## src/rtl/ex_mdu_seq_if.sv

```systemverilog
// Execute-stage <-> M-unit signal bundle: instruction/operands in, stall and result out.
// The pipeline side uses the master modport, the sequencer uses the slave modport.
interface ex_mdu_seq_if #(
  parameter int XLEN = 32
);
  logic            valid_in;
  logic            flush;
  logic [6:0]      opcode;
  logic [2:0]      funct3;
  logic [6:0]      funct7;
  logic [XLEN-1:0] data1;
  logic [XLEN-1:0] data2;
  logic            is_md;
  logic            stall;
  logic            result_valid;
  logic [XLEN-1:0] result;

  modport master (
    output valid_in, flush, opcode, funct3, funct7, data1, data2,
    input  is_md, stall, result_valid, result
  );

  modport slave (
    input  valid_in, flush, opcode, funct3, funct7, data1, data2,
    output is_md, stall, result_valid, result
  );
endinterface

```

## src/rtl/ex_mdu_seq.sv

```systemverilog
// Multi-cycle RV32M sequencer: iterative shift-add multiply and restoring divide on magnitudes.
// Define EX_MDU_FAST_MUL_EN to resolve multiplies in one cycle with a combinational multiplier.
module ex_mdu_seq #(
  parameter int XLEN  = 32,
  parameter int CNT_W = $clog2(XLEN) + 1
) (
  input logic         clk,
  input logic         rst,
  ex_mdu_seq_if.slave bus
);

  typedef enum logic [1:0] {IDLE, BUSY, DONE} state_e;

  localparam logic [XLEN-1:0] MIN_NEG = {1'b1, {(XLEN-1){1'b0}}};

  state_e            state_q, state_d;
  logic [CNT_W-1:0]  cnt_q, cnt_d;
  logic [2:0]        f3_q, f3_d;
  logic              neg_a_q, neg_a_d;
  logic              neg_b_q, neg_b_d;
  logic [XLEN-1:0]   b_q, b_d;
  logic [2*XLEN-1:0] acc_q, acc_d;
  logic [XLEN-1:0]   result_q, result_d;

  logic            accept, sgn_a, sgn_b, neg_a_in, neg_b_in, div_zero, div_ovf;
  logic [XLEN-1:0] mag_a, mag_b;

  assign bus.is_md = (bus.opcode == 7'b0110011) && (bus.funct7 == 7'b0000001);
  assign accept    = (state_q == IDLE) && bus.valid_in && bus.is_md && !bus.flush && !rst;

  // Signed operands: rs1 for MULH/MULHSU/DIV/REM, rs2 for MULH/DIV/REM.
  assign sgn_a    = (bus.funct3 == 3'b001) || (bus.funct3 == 3'b010) ||
                    (bus.funct3 == 3'b100) || (bus.funct3 == 3'b110);
  assign sgn_b    = (bus.funct3 == 3'b001) || (bus.funct3 == 3'b100) || (bus.funct3 == 3'b110);
  assign neg_a_in = sgn_a && bus.data1[XLEN-1];
  assign neg_b_in = sgn_b && bus.data2[XLEN-1];
  assign mag_a    = neg_a_in ? -bus.data1 : bus.data1;
  assign mag_b    = neg_b_in ? -bus.data2 : bus.data2;
  assign div_zero = (bus.data2 == '0);
  assign div_ovf  = sgn_b && (bus.data1 == MIN_NEG) && (bus.data2 == '1);

  // One iteration step. acc holds {partial product, multiplier} or {remainder, dividend/quotient}.
  logic [XLEN:0]     mul_sum, div_r, div_diff;
  logic [2*XLEN-1:0] step_acc, prod;
  logic [XLEN-1:0]   quo, rem, fixed;

  assign mul_sum  = {1'b0, acc_q[2*XLEN-1:XLEN]} + (acc_q[0] ? {1'b0, b_q} : '0);
  assign div_r    = {acc_q[2*XLEN-1:XLEN], acc_q[XLEN-1]};
  assign div_diff = div_r - {1'b0, b_q};
  assign step_acc = f3_q[2]
                  ? {(div_diff[XLEN] ? div_r[XLEN-1:0] : div_diff[XLEN-1:0]),
                     acc_q[XLEN-2:0], ~div_diff[XLEN]}
                  : {mul_sum, acc_q[XLEN-1:1]};

  assign prod  = (neg_a_q ^ neg_b_q) ? -step_acc : step_acc;
  assign quo   = (neg_a_q ^ neg_b_q) ? -step_acc[XLEN-1:0] : step_acc[XLEN-1:0];
  assign rem   = neg_a_q ? -step_acc[2*XLEN-1:XLEN] : step_acc[2*XLEN-1:XLEN];
  assign fixed = f3_q[2] ? (f3_q[1] ? rem : quo)
                         : ((f3_q[1:0] == 2'b00) ? prod[XLEN-1:0] : prod[2*XLEN-1:XLEN]);

`ifdef EX_MDU_FAST_MUL_EN
  logic signed [XLEN:0]     fast_a, fast_b;
  logic signed [2*XLEN-1:0] fast_prod;
  assign fast_a    = {neg_a_in, bus.data1};
  assign fast_b    = {neg_b_in, bus.data2};
  assign fast_prod = fast_a * fast_b;
`endif

  always_comb begin
    // NOTE: every next-state value is defaulted first so no path leaves a latch behind.
    state_d  = state_q;
    cnt_d    = cnt_q;
    f3_d     = f3_q;
    neg_a_d  = neg_a_q;
    neg_b_d  = neg_b_q;
    b_d      = b_q;
    acc_d    = acc_q;
    result_d = result_q;
    case (state_q)
      IDLE: begin
        if (accept) begin
          f3_d    = bus.funct3;
          neg_a_d = neg_a_in;
          neg_b_d = neg_b_in;
          b_d     = mag_b;
          acc_d   = {{XLEN{1'b0}}, mag_a};
          cnt_d   = '0;
          state_d = BUSY;
          if (bus.funct3[2] && div_zero) begin
            state_d  = DONE;
            result_d = bus.funct3[1] ? bus.data1 : '1;
          end else if (bus.funct3[2] && div_ovf) begin
            state_d  = DONE;
            result_d = bus.funct3[1] ? '0 : bus.data1;
          end
`ifdef EX_MDU_FAST_MUL_EN
          else if (!bus.funct3[2]) begin
            state_d  = DONE;
            result_d = (bus.funct3[1:0] == 2'b00) ? fast_prod[XLEN-1:0]
                                                  : fast_prod[2*XLEN-1:XLEN];
          end
`endif
        end
      end
      BUSY: begin
        acc_d = step_acc;
        cnt_d = cnt_q + CNT_W'(1);
        if (cnt_q == CNT_W'(XLEN - 1)) begin
          state_d  = DONE;
          result_d = fixed;
        end
      end
      DONE:    state_d = IDLE;
      default: state_d = IDLE;
    endcase
    if (bus.flush) begin
      state_d  = IDLE;
      result_d = result_q;
    end
  end

  always_ff @(posedge clk) begin
    // NOTE: state registers use non-blocking assignment so every flop samples pre-edge values.
    if (rst) begin
      state_q  <= IDLE;
      cnt_q    <= '0;
      f3_q     <= '0;
      neg_a_q  <= 1'b0;
      neg_b_q  <= 1'b0;
      b_q      <= '0;
      acc_q    <= '0;
      result_q <= '0;
    end else begin
      state_q  <= state_d;
      cnt_q    <= cnt_d;
      f3_q     <= f3_d;
      neg_a_q  <= neg_a_d;
      neg_b_q  <= neg_b_d;
      b_q      <= b_d;
      acc_q    <= acc_d;
      result_q <= result_d;
    end
  end

  assign bus.stall        = accept || (state_q == BUSY);
  assign bus.result_valid = (state_q == DONE);
  assign bus.result       = result_q;

endmodule

```

## src/flat_wrapper.sv

```systemverilog
// flat-port wrapper written by rule: the top's interface ports become plain ports
module ex_mdu_seq_flat 
#(
  parameter int XLEN  = 32,
  parameter int CNT_W = $clog2(XLEN) + 1
)
  (clk, rst, bus_valid_in, bus_flush, bus_opcode, bus_funct3, bus_funct7, bus_data1, bus_data2, bus_is_md, bus_stall, bus_result_valid, bus_result);
  ex_mdu_seq_if #(.XLEN(XLEN)) bus_i ();
  input logic clk;
  input logic rst;
  input wire logic [$bits(bus_i.valid_in)-1:0] bus_valid_in;
  input wire logic [$bits(bus_i.flush)-1:0] bus_flush;
  input wire logic [$bits(bus_i.opcode)-1:0] bus_opcode;
  input wire logic [$bits(bus_i.funct3)-1:0] bus_funct3;
  input wire logic [$bits(bus_i.funct7)-1:0] bus_funct7;
  input wire logic [$bits(bus_i.data1)-1:0] bus_data1;
  input wire logic [$bits(bus_i.data2)-1:0] bus_data2;
  output wire logic [$bits(bus_i.is_md)-1:0] bus_is_md;
  output wire logic [$bits(bus_i.stall)-1:0] bus_stall;
  output wire logic [$bits(bus_i.result_valid)-1:0] bus_result_valid;
  output wire logic [$bits(bus_i.result)-1:0] bus_result;
  assign bus_i.valid_in = bus_valid_in;
  assign bus_i.flush = bus_flush;
  assign bus_i.opcode = bus_opcode;
  assign bus_i.funct3 = bus_funct3;
  assign bus_i.funct7 = bus_funct7;
  assign bus_i.data1 = bus_data1;
  assign bus_i.data2 = bus_data2;
  assign bus_is_md = bus_i.is_md;
  assign bus_stall = bus_i.stall;
  assign bus_result_valid = bus_i.result_valid;
  assign bus_result = bus_i.result;
  ex_mdu_seq #(.XLEN(XLEN), .CNT_W(CNT_W)) u_core (.clk(clk), .rst(rst), .bus(bus_i));
endmodule
```

## config.mk

```make
export PLATFORM = sky130hd
export DESIGN_NAME = ex_mdu_seq_flat
export DESIGN_NICKNAME = d
export VERILOG_FILES = /design/src/rtl/ex_mdu_seq_if.sv /design/src/rtl/ex_mdu_seq.sv /design/src/flat_wrapper.sv
export SDC_FILE = /design/constraint.sdc
export NUM_CORES = 1
export LEC_CHECK = 0
export ABC_AREA = 0
export BUFFER_PORTS_ARGS = -buffer_cell sky130_fd_sc_hd__buf_2
export CELL_PAD_IN_SITES_DETAIL_PLACEMENT = 1
export CELL_PAD_IN_SITES_GLOBAL_PLACEMENT = 1
export CORE_UTILIZATION = 49
export CTS_CLUSTER_DIAMETER = 60
export DETAILED_ROUTE_END_ITERATION = 7
export PLACE_DENSITY = 0.88
export SYNTH_ARGS = -nofsm -noshare
export SYNTH_HDL_FRONTEND = slang
export SYNTH_SLANG_ARGS = --single-unit
```

## constraint.sdc

```tcl
create_clock -name clk -period 12.94 [get_ports clk]
set_input_delay 2.588 -clock clk [delete_from_list [all_inputs] [get_ports clk]]
set_output_delay 2.588 -clock clk [all_outputs]
set_load 0.01 [all_outputs]
```

==> summary.txt <==
Power
  – Static leakage: just under 7 nW
  – Switching Fraction: 0.272
  – Design internal power: 0.000762 W
  – Pwr dens: roughly 60 nW/um^2
  – Clock power share: 0.502
  – Sw Pwr: between 0.0002 and 0.0003 W
  – Peak VDD IR: between 100 and 150 uV
  – Seq pwr share: 0.414
  – Combinational cell fraction of total power: 0.084

Detailed routing
  – Vias: 19000
  – Via-per-instance ratio: 6.93
  – Final ANT Viol Nets: 0
  – Drt drc: 0
  – WL per Instance: roughly 26 um
  – Drt first-iter violations: 2360
  – Final wirelength: between 60 and 70 mm
  – Drt pass-1 iters: 5

Die
  – Die Wd: 183 um
  – Initial Util: 0.504
  – Core ar.: 31900 um^2
  – Die Area: between 30000 and 40000 um^2
  – Row count: 65
  – Die Ht: approximately 180 um
  – Number of top-level pins: 120

Setup path
  – Worst r2r dst: u_core.bus.result[18]$_SDFFE_PP0P_
  – Crit path launch type: input port
  – Crit Path Max Fanout: 96
  – Worst EP required: between 10000 and 15000 ps
  – Crit path kind: input port to output port
  – CP arrival: approximately 4500 ps
  – Nature of the critical path endpoint: output port
  – Cells on worst reg2reg path: 25
  – R2R setup slack: between 6000 and 7000 ps
  – Worst r2r src: u_core.acc_q[31]$_SDFFE_PP0P_
  – Worst Setup SP: bus_opcode[3]

Yosys
  – Number of library cell types mapped by synthesis: 98
  – Top cell type's share of synthesized area: 0.176
  – Mapped cell area: 16100 um^2
  – Register area share after synthesis: 0.176
  – Flops & latches, synth: around 140
  – Syn avg cell area: 7.06 um^2
  – Mapped Cells: around 2300
  – Area leader, netlist: dfxtp_1
  – Most used DFF post-synth: dfxtp_1
  – FFs w/ async S/R, synth: 0
  – EDFF count, synth: 0
  – Synth top area cells: dfxtp_1, nor2_1, a21oi_1
  – Yosys warns: 0
  – Mapped Nets: approximately 2400

Finish
  – Register area: approximately 2800 um^2
  – Post-layout util: 0.547
  – Most common cell after layout, fill and taps aside: nor2_1
  – Share of post-route cells with drive strength above 1: 0.105
  – Commonest cells after routing, fill and taps aside: nor2_1, nand2_1, a21oi_1
  – Filler cell count: 4198
  – Fin nets: 2443
  – Post-route cell area: 17400 um^2
  – Synth-to-Final Area Change: 8.57%
  – Area of the multi-input gates: approximately 12000 um^2

GRT
  – Gr usage total: 0.412
  – First-pass GRT wire length: approximately 110 mm
  – Initial antenna violation count: 2
  – Largest net degree at the start of global routing: 97
  – Vias in the first global route: between 15000 and 20000
  – GR Overflow Total: 0

STA
  – Clk_skew: between 10 and 15 ps
  – Worst rel slew slack: 0.243
  – Crit share post-route: 0.551
  – RSZ-0062 raised after global routing: false
  – Maximum clock frequency: 0.140 GHz
  – Minimum clock period: 7130 ps
  – Post-route setup TNS: 0 ps
  – Final hold vios: 0
  – Slew at the pin closest to its max-slew limit: around 1100 ps
  – Final setup vio count: 0
  – Max-slew violations: 0

CTS
  – Setup Fix Bufs, Post-CTS: 0
  – H-tree Lvls: 4
  – Post-CTS sizing: 0
  – Clk_lat worst skew: 460 ps
  – Clk root buf: clkbuf_16
  – CTS buffer count: 17
  – # clock sinks: between 100 and 150
  – Clock tree buffer depth: 2
  – Clock Pin Slew Worst Setup and Hold Paths: 70 ps
  – Hold-fix buffers, CTS: 0
  – CTS tree: built

Worst hold path
  – Hold Path Class: flip-flop to flip-flop
  – Hold Crit Depth: 2
  – Hold Path Sink: u_core.bus.result[16]$_SDFFE_PP0P_
  – Hold path startpoint: u_core.bus.result[16]$_SDFFE_PP0P_

Placed design
  – Gpl congestion: 1.04
  – Final HPWL DP: about 53 mm
  – # port buffers: 119
  – DP Area: between 15000 and 20000 um^2

Status
  – Status: completed

Run
  – Max-cap viol count: 0
stage by stage:
step / hold WS, ps / total power (W) / instances / worst slack [ps]
finish: 452 / 0.00105 / 2735 / 5810
global route: 490 / 0.00107 / 2734 / 5670
CTS: 462 / 0.00104 / 2734 / 5770
detailed placement: 445 / 0.000528 / 2702 / 5800
global placement: 435 / 0.000526 / 2702 / 5860
floorplan: 436 / 0.000487 / 2273 / 6340
critical path: stages:
cell	delay [ps]
buf_2	90
nor4b_1	290
nand3_1	110
nor2_1	190
and4_4	940
nor2_4	40
inv_1	130
buf_2	140
cell families after synthesis:
| group | after synthesis | share of synthesized area |
|---|---|---|
| AND/OR/NAND/NOR | 856 | 0.257 |
| AO/OA/AOI/OAI | 719 | 0.301 |
| buffers and inverters | 220 | 0.0549 |
| XOR/XNOR | 174 | 0.0965 |
| flip-flops | 141 | 0.176 |
| adder cells (fa/ha/maj) | 94 | 0.0707 |
| multiplexers | 69 | 0.0441 |
sequential cells by signal, indices dropped and copies added, names as in the netlist:
name               count
u_core.neg_a_q         1
u_core.bus.result     32
u_core.b_q            32
u_core.acc_q          64
u_core.state_q         2
u_core.cnt_q           6
u_core.neg_b_q         1
u_core.f3_q            3
final cells by class:
type | count | share of cell area
sequential | 141 | 0.162
clock inverter | 13 | 0.00883
antenna | 1 | 0.000144
multi-input combinational | 1912 | 0.712
timing repair buffer | 144 | 0.0451
clock buffer | 19 | 0.0260
tap | 435 | 0.0312
inverter | 70 | 0.0151
synth_stat cells (24+ instances only):
master,number
and2_1,59
clkbuf_1,105
nand2_1,204
a21oi_1,198
a22oi_1,30
xor2_1,79
inv_1,68
nand4_1,32
a221oi_1,35
mux2i_1,58
a211oi_1,46
o21ai_0,143
dfxtp_1,141
and3_1,31
ha_1,70
xnor2_1,93
nor2_1,276
nor3_1,73
a31oi_1,29
a21o_1,32
buf_2,24
or3_1,29
nand3_1,49
per-layer routing:
metal | vias up | share of wire | GRT usage
li1 | 8412 | - | -
met1 | 9250 | 0.42 | 0.557
met2 | 1100 | 0.43 | 0.629
met3 | 199 | 0.11 | 0.0945
met4 | 0 | 0.041 | 0.168
met5 | - | 0 | 0
power by group through the flow:
stage	Clock, W	Combinational (W)	Sequential, W
final	0.000525	0.0000874	0.000434
after floorplan	0	0.0000432	0.000444
after global placement	0	0.0000825	0.000443
after CTS	0.000525	0.0000852	0.000434
after global routing	0.000541	0.0000931	0.000433
after detailed placement	0	0.0000843	0.000443
how the worst max path moves through the flow:
stage                 to  depth (start not counted)  slack [ps]
6_report       bus_stall                          8        5810
2_1_floorplan  bus_stall                          8        6340
5_1_grt        bus_stall                          8        5670
3_5_place_dp   bus_stall                          8        5800
4_1_cts        bus_stall                          8        5770
3_3_place_gp   bus_stall                          8        5860
Power figures use the tool's default switching activity.
